**config.mk**
```make
export PLATFORM = sky130hd
export DESIGN_NAME = stream_demux_reg
export DESIGN_NICKNAME = d
export VERILOG_FILES = /design/src/rtl/stream_demux_reg.sv
export SDC_FILE = /design/constraint.sdc
export NUM_CORES = 1
export LEC_CHECK = 0
export ABC_AREA = 1
export ABC_CLOCK_PERIOD_IN_PS = 1500
export BUFFER_PORTS_ARGS = -buffer_cell sky130_fd_sc_hd__buf_2
export CORE_MARGIN = 2
export CORE_UTILIZATION = 45
export DETAILED_ROUTE_END_ITERATION = 10
export GPL_ROUTABILITY_DRIVEN = 0
export GPL_TIMING_DRIVEN = 0
export PLACE_DENSITY = 0.73
export SLEW_MARGIN = 20
export SYNTH_ARGS = -nofsm -noshare
export SYNTH_HDL_FRONTEND = slang
export SYNTH_SLANG_ARGS = --single-unit
```
**constraint.sdc**
```tcl
create_clock -name clk -period 1.5 [get_ports clk]
set_input_delay 0.15 -clock clk [delete_from_list [all_inputs] [get_ports clk]]
set_output_delay 0.15 -clock clk [all_outputs]
set_load 0.01 [all_outputs]
```
**src/rtl/stream_demux_reg.sv**
```systemverilog
// Registered 1-to-NCH demultiplexer for valid/ready streams with unicast,
// broadcast and drop-on-bad-select handling; one output register per channel.
module stream_demux_reg #(
    parameter int unsigned DW  = 8,
    parameter int unsigned NCH = 4,
    parameter int unsigned SW  = 2,
    parameter int unsigned CW  = 8
) (
    input  logic                clk,
    input  logic                rst_n,
    input  logic                in_valid,
    output logic                in_ready,
    input  logic [DW-1:0]       in_data,
    input  logic [SW-1:0]       in_sel,
    input  logic                in_bcast,
    output logic [NCH-1:0]      out_valid,
    input  logic [NCH-1:0]      out_ready,
    output logic [NCH*DW-1:0]   out_data,
    input  logic                err_clr,
    output logic                err_sel,
    output logic [CW-1:0]       drop_cnt
);

    if ((2 ** SW) < NCH || NCH < 2 || NCH > 16) begin : g_bad_params
        $error("stream_demux_reg: need 2 <= NCH <= 16 and 2**SW >= NCH");
    end

    logic [NCH-1:0] free;
    logic [NCH-1:0] sel_oh;
    logic [NCH-1:0] load;
    logic           drop;

    assign free = ~out_valid | out_ready;

    // One-hot decode of in_sel; all-zero means the select is out of range
    always_comb begin
        sel_oh = '0;
        for (int unsigned k = 0; k < NCH; k++) begin
            if (in_sel == SW'(k)) begin
                sel_oh[k] = 1'b1;
            end
        end
    end

    // Input handshake and per-channel load strobes
    always_comb begin
        in_ready = 1'b0;
        load     = '0;
        drop     = 1'b0;
        if (in_bcast) begin
            in_ready = &free;
            load     = {NCH{in_valid & (&free)}};
        end else if (|sel_oh) begin
            in_ready = |(sel_oh & free);
            load     = sel_oh & free & {NCH{in_valid}};
        end else begin
            in_ready = 1'b1;
            drop     = in_valid;
        end
    end

    // Channel registers: a load wins over a drain in the same cycle
    always_ff @(posedge clk or negedge rst_n) begin
        if (!rst_n) begin
            out_valid <= '0;
            out_data  <= '0;
        end else begin
            for (int unsigned k = 0; k < NCH; k++) begin
                if (load[k]) begin
                    out_valid[k]            <= 1'b1;
                    out_data[k*DW +: DW]    <= in_data;
                end else if (out_ready[k]) begin
                    out_valid[k]            <= 1'b0;
                end
            end
        end
    end

    // Drop status; clear takes priority over a simultaneous drop
    always_ff @(posedge clk or negedge rst_n) begin
        if (!rst_n) begin
            err_sel  <= 1'b0;
            drop_cnt <= '0;
        end else if (err_clr) begin
            err_sel  <= 1'b0;
            drop_cnt <= '0;
        end else if (drop) begin
            err_sel  <= 1'b1;
            if (drop_cnt != {CW{1'b1}}) begin
                drop_cnt <= drop_cnt + CW'(1);
            end
        end
    end

endmodule

```
==> qor.yml, run 1 <==
outcome:
  status: "completed"
synthesis:
  syn_inst: 203
  synth_nets: 222
  synth_seq_cells: 45
  synth_top_area_share: 0.592
  synth_top_area_cell: "dfrtp_1"
  ys.warnings.count: 0
  synth_area_leaders: "dfrtp_1, nand2_1, nand3_1"
  yosysSeqAreaShare: 0.592
  syn_area_um2: 1900
  ys_types: 16
  syn_area_per_cell_um2: 9.37
die:
  fp.dieH_um: 69.0
  dieArea_um2: 4770
  core_um2: 4030
  die_x_um: 69.0
  ios: 65
  start_util: 0.472
  fp-row-count: 23
route:
  vias_per_cell: 4.77
  wl_per_cell_um: 13.7
  wl_um: 4520
  vias: 1579
  ant_nets: 0
  drcViolationCount: 0
  dr.pass1.iters: 4
  drtIter0Drc: 76
global_route:
  antenna_found_initial: 0
  gr-total-overflow: 0
  grt_usage: 0.189
  grt_pass1_vias: 1468
  grt_max_degree: 46
  grt_pass1_wl_um: 7180
worst_setup_path:
  endpoint_kind: "output port"
  worst_ep_required_time_ns: 1.35
  crit_type: "flip-flop to output port"
  worst_setup_path_start_kind: "flip-flop"
  critical_path_arrival_ns: 1.25
  cp_max_fo: 4
cells_and_area:
  nets: 299
  n_antenna_cell: 0
  synthToLayoutAreaGrowth_pct: 28.4
  utilization: 0.607
  nFillCells: 389
  ff_latch_area_um2: 1130
  multi_input_area_um2: 692
  drive_gt1_frac: 0.363
  fin_cells: 331
power:
  p_leak_nw: 1.39
  pwr-share-comb: 0.298
  switchingPower_mw: 1.12
  internal_power_mw: 2.25
  power_density_nw_per_um2: 1380
  netSwitchingFraction: 0.332
  peakVddDrop_v: 0.000642
  pwr-share-seq: 0.490
  power.clock.fraction: 0.212
placed_design:
  detailed_place_hpwl_um: 3080
  place_inst: 316
  io_buffer_count: 63
flow_run:
  cap_violations: 0
sta:
  max_slew.worst_pin.slew_ns: 0.434
  final-setup-viol-count: 0
  relSlewSlack: 0.711
  fin_crit_ns: 1.40
  final_max_slew_viol_count: 0
  min_period_over_period: 0.931
  fin_skew_ns: 0.00968
  fmax_mhz: 716
  timing_hold_violations_final: 0
  rsz0062_at_grt: "yes"
cts:
  cts_sinks: 45
  htree_levels: 2
  clk_pin_slew_ns: 0.08
  cts_buffers: 5
  cts_tree: "built"
  clock_latency_ns: 0.30
  clockBufferDepth: 2
  cts_root_buffer: "clkbuf_8"
worst_hold_path:
  hp-class: "primary input to flip-flop"
## cell families (layout without fill, tap and decap cells)
kind of cell / after synthesis / in the layout / synth area share
AOI/OAI and AO/OA: 1 / 1 / 0.00263
buffers and inverters: 23 / 101 / 0.0513
DFF: 45 / 45 / 0.592
and+or+nand+nor: 134 / 134 / 0.354
## worst paths after layout
| check | slack, ns | to | start | cells past startpoint |
|---|---|---|---|---|
| setup / recovery | 0.10 | in_ready | out_valid[3] | 6 |
| hold / removal | 0.11 | out_data[7] | in_data[7] | 3 |
| setup reg to reg | 0.23 | out_data[8] | out_valid[3] | 7 |
| hold reg to reg | 0.49 | drop_cnt[1] | drop_cnt[1] | 2 |
| max in group asynchronous | 0.68 | drop_cnt[2] | rst_n | 3 |
| min in group asynchronous | 0.32 | out_valid[1] | rst_n | 2 |
## layout make-up
type | count | share of cell area
well taps | 50 | 0.0256
multi-input cells | 135 | 0.283
clock buffers | 6 | 0.0297
inverters | 18 | 0.0276
clock inverters | 2 | 0.00410
plain buffers | 5 | 0.0123
flip-flops and latches | 45 | 0.461
repair buffers | 70 | 0.157
## critical path: stages (launching register included)
cell and delay [ns]:
dfrtp_1 0.39, nand2_2 0.11, nand2_2 0.08, nor2_4 0.12
nand2_1 0.06, o21ai_1 0.06, buf_2 0.14
## cells in the mapped netlist, drive strengths merged
cell type and count:
clkbuf 1, nand2 77, dfrtp 45, nand3 41, nand4 4, nor2 12
o21ai 1, buf 4, inv 18
## power by group through the flow
stage	Sequential (mW)	Combinational [mW]	Clock [mW]
after detailed placement	1.66	0.981	0
after global routing	1.68	1.12	0.789
final	1.65	1.00	0.714
after global placement	1.66	0.963	0
after floorplan	1.80	0.389	0
after CTS	1.64	0.987	0.748
## metal layers
layer  vias to the layer above  global-route usage  part of all wire
met3                         7              0.0702             0.064
met5                         -                   0                 0
li1                        798                   -                 -
met4                         0              0.0523             0.011
met2                        52               0.285              0.46
met1                       722               0.259              0.46
## registers in the layout, summed over array words and instances, names as in the netlist
name,flops
out_valid,4
out_data,32
err_sel,1
drop_cnt,8
## timing repair
item / CTS / global route
endpoints found under the hold margin: 0 / 17
setup buffers: 0 / 5
setup endpoints to repair: 0 / 1
hold buffers: 0 / 1
resized for setup: 0 / 4
## layout by cell type, fill, tap and decap left out, types with 5 or more instances in the layout
cell,count
nand2_1,68
buf_2,66
dfrtp_1,45
nand3_1,40
inv_1,12
nor2_1,10
inv_2,6
nand2_2,5
clkbuf_8,5
buf_4,5
## through the flow
| step | hold slack, ns | instance area (µm²) | setup TNS [ns] | setup slack (ns) | power, mW |
|---|---|---|---|---|---|
| detailed placement | 0.380 | 2280 | 0 | 0.199 | 2.64 |
| floorplan | -0.146 | 1900 | 0 | 0.307 | 2.19 |
| finish | 0.113 | 2440 | 0 | 0.104 | 3.36 |
| CTS | 0.0462 | 2360 | 0 | 0.0155 | 3.38 |
| global placement | 0.368 | 2280 | 0 | 0.240 | 2.62 |
| global route | 0.120 | 2440 | -0.0139 | -0.0139 | 3.59 |
Note: power is estimated with default switching activity, not from simulation.
==> inputs of run 2 (changes only) <==
ABC_CLOCK_PERIOD_IN_PS = 1700   (was 1500)
CORE_UTILIZATION = 40   (was 45)
PLACE_DENSITY = 0.66   (was 0.73)
clock period = 1.7 ns   (was 1.5 ns; I/O delays follow)
==> run 2 against run 1 <==
Sequential power down 12%; global-route usage is 1.5 points lower; first-iteration DRC count up 49%; utilization is 9.6 points lower; wire length down 4.3%; largest power group unchanged.
==> qor.yml, run 2 (same netlist as run 1, synthesis figures left out) <==
die:
  ios: 65  # unchanged
  fp.dieH_um: 73.0  # +5.7%
  dieArea_um2: 5330  # +12%
  start_util: 0.408  # -0.0640
  core_um2: 4660  # +16%
  fp-row-count: 25  # +8.7%
  die_x_um: 73.0  # +5.7%
cts:
  cts_buffers: 5  # unchanged
  cts_root_buffer: "clkbuf_8"
  cts_tree: "built"
  clock_latency_ns: 0.30  # about the same
  cts_hold_buf: 0  # unchanged
  cts.repair.resized: 0  # unchanged
  post_cts_buffers: 0  # unchanged
  clockBufferDepth: 2  # unchanged
  cts_sinks: 45  # unchanged
  clk_pin_slew_ns: 0.08  # about the same
  htree_levels: 2  # unchanged
cells_and_area:
  synthToLayoutAreaGrowth_pct: 25.0
  nFillCells: 441  # +13%
  layout_common_cells: "nand2_1, buf_2, dfrtp_1, nand3_1, inv_1"
  drive_gt1_frac: 0.331  # -0.0321
  fin_cells: 329  # -0.60%
  nets: 293  # -2.0%
  largest_reg_flops: 32  # unchanged
  n_antenna_cell: 0  # unchanged
  largestRegisters: "out_data: 32 flops, drop_cnt: 8 flops, out_valid: 4 flops"
  utilization: 0.510  # -0.0962
  final_common_cell: "nand2_1"
  largest-register: "out_data"
worst_setup_path:
  worst_r2r_path_depth: 7  # unchanged
  worst_setup_path_start_kind: "flip-flop"
  r2r-end: "out_data[9]"
  path_common_cell: "nand2_1"
  critPathBufInv: 1  # unchanged
  r2r_start: "out_valid[0]"
  critical_path_arrival_ns: 1.29  # +0.04 ns
  crit_path_top_delay_cell: "dfrtp_1"
  r2r_slack_ns: 0.40  # +0.17 ns
  cp_max_fo: 4  # unchanged
  path_cells: "nand2_1 > nand3_1 > nand2_1 > nor2_1 > o21ai_1 > buf_2"
  endpoint_kind: "output port"
  critical-path-max-stage-delay_ns: 0.37  # -0.02 ns
  worst_ep_required_time_ns: 1.53  # +0.18 ns
  crit_type: "flip-flop to output port"
  crit_family: "simple AND/OR/NAND/NOR gates"
global_route:
  antenna_found_initial: 0  # unchanged
  grt_max_degree: 46  # unchanged
  grt_pass1_wl_um: 6920  # -3.6%
  grt_usage: 0.175  # -0.0147
  grt_pass1_vias: 1424  # -3.0%
  gr-total-overflow: 0  # unchanged
route:
  ant_nets: 0  # unchanged
  dr.pass1.iters: 4  # unchanged
  vias: 1594  # +0.95%
  drtIter0Drc: 113  # +49%
  wl_um: 4330  # -4.3%
  vias_per_cell: 4.84  # +1.6%
  wl_per_cell_um: 13.1  # -3.7%
  drcViolationCount: 0  # unchanged
outcome:
  status: "completed"
power:
  peakVddDrop_v: 0.000572  # -11%
  p_leak_nw: 1.35  # -2.7%
  power_density_nw_per_um2: 1230  # -11%
worst_hold_path:
  hp-class: "primary input to flip-flop"
  min_path_cells: 3  # unchanged
  hold_start: "in_data[4]"
  hold_end: "out_data[4]"
sta:
  fin_skew_ns: 0.00750  # -0.00218 ns
  fmax_mhz: 685
  fin_crit_ns: 1.46
  final-setup-viol-count: 0  # unchanged
  max_slew.worst_pin.slew_ns: 0.564  # +0.130 ns
  rsz0062_at_grt: "no"
  timing_hold_violations_final: 0  # unchanged
  relSlewSlack: 0.624  # -0.0868
  tns_ns: 0  # unchanged
  min_period_over_period: 0.859
  final_max_slew_viol_count: 0  # unchanged
placed_design:
  detailed_place_hpwl_um: 3090  # +0.50%
  place_inst: 320  # +1.3%
  io_buffer_count: 63  # unchanged
flow_run:
  cap_violations: 0  # unchanged
[run 2: cell count changes in the layout (fill, tap and decap cells not counted)]
cell / change
buf_4: -4
nand2_1: +3
nand2_2: -3
clkbuf_1: +2
clkinv_2: -2
buf_12: -1
buf_2: -1
nor2_2: +1
nor2_4: -1
[run 2: how the worst max path moves through the flow]
stage / startpoint / end / slack [ns] / depth (start not counted)
finish: out_valid[2] / in_ready / 0.24 / 6
CTS: out_valid[2] / in_ready / 0.22 / 6
floorplan: out_valid[0] / out_data[0] / 0.51 / 7
global placement: out_valid[0] / out_data[8] / 0.43 / 7
global route: out_valid[1] / in_ready / 0.14 / 6
detailed placement: out_valid[0] / out_data[30] / 0.41 / 7
[run 2: report_power, final]
part           total [mW]  switching [mW]  internal, mW
Sequential           1.46           0.136          1.32
Combinational       0.849           0.492         0.357
Clock               0.621           0.329         0.292
[run 2: final cells by class]
class / instances / area, µm² / share of cell area
Buffer: 5 / 30.0 / 0.0126
Clock buffer: 8 / 80.1 / 0.0337
Inverter: 18 / 67.6 / 0.0284
Multi-Input combinational cell: 135 / 679 / 0.286
Sequential cell: 45 / 1130 / 0.473
Tap cell: 54 / 67.6 / 0.0284
Timing Repair Buffer: 64 / 328 / 0.138
[run 2: layer usage]
layer  wire, µm  global-route usage  share of wire  up-vias
li1           -                   -              -      788
met1       1960               0.253           0.45      732
met2       1910               0.247           0.44       66
met3        386              0.0511          0.089        8
met4         72              0.0679          0.017        0
met5          0                   0              0        -
[run 2: stage by stage]
step	hold WS [ns]	power (mW)	setup slack, ns	cell area [µm²]
2_1_floorplan	-0.126	1.93	0.507	1900
5_1_grt	0.130	3.14	0.139	2380
3_3_place_gp	0.385	2.32	0.427	2290
4_1_cts	0.0687	2.96	0.220	2370
6_report	0.128	2.93	0.240	2380
3_5_place_dp	0.401	2.33	0.408	2290
[run 2: worst min-delay path, stage by stage]
cell and delay (ns):
buf_2 0.12, nand2_1 0.06, nand2_1 0.05
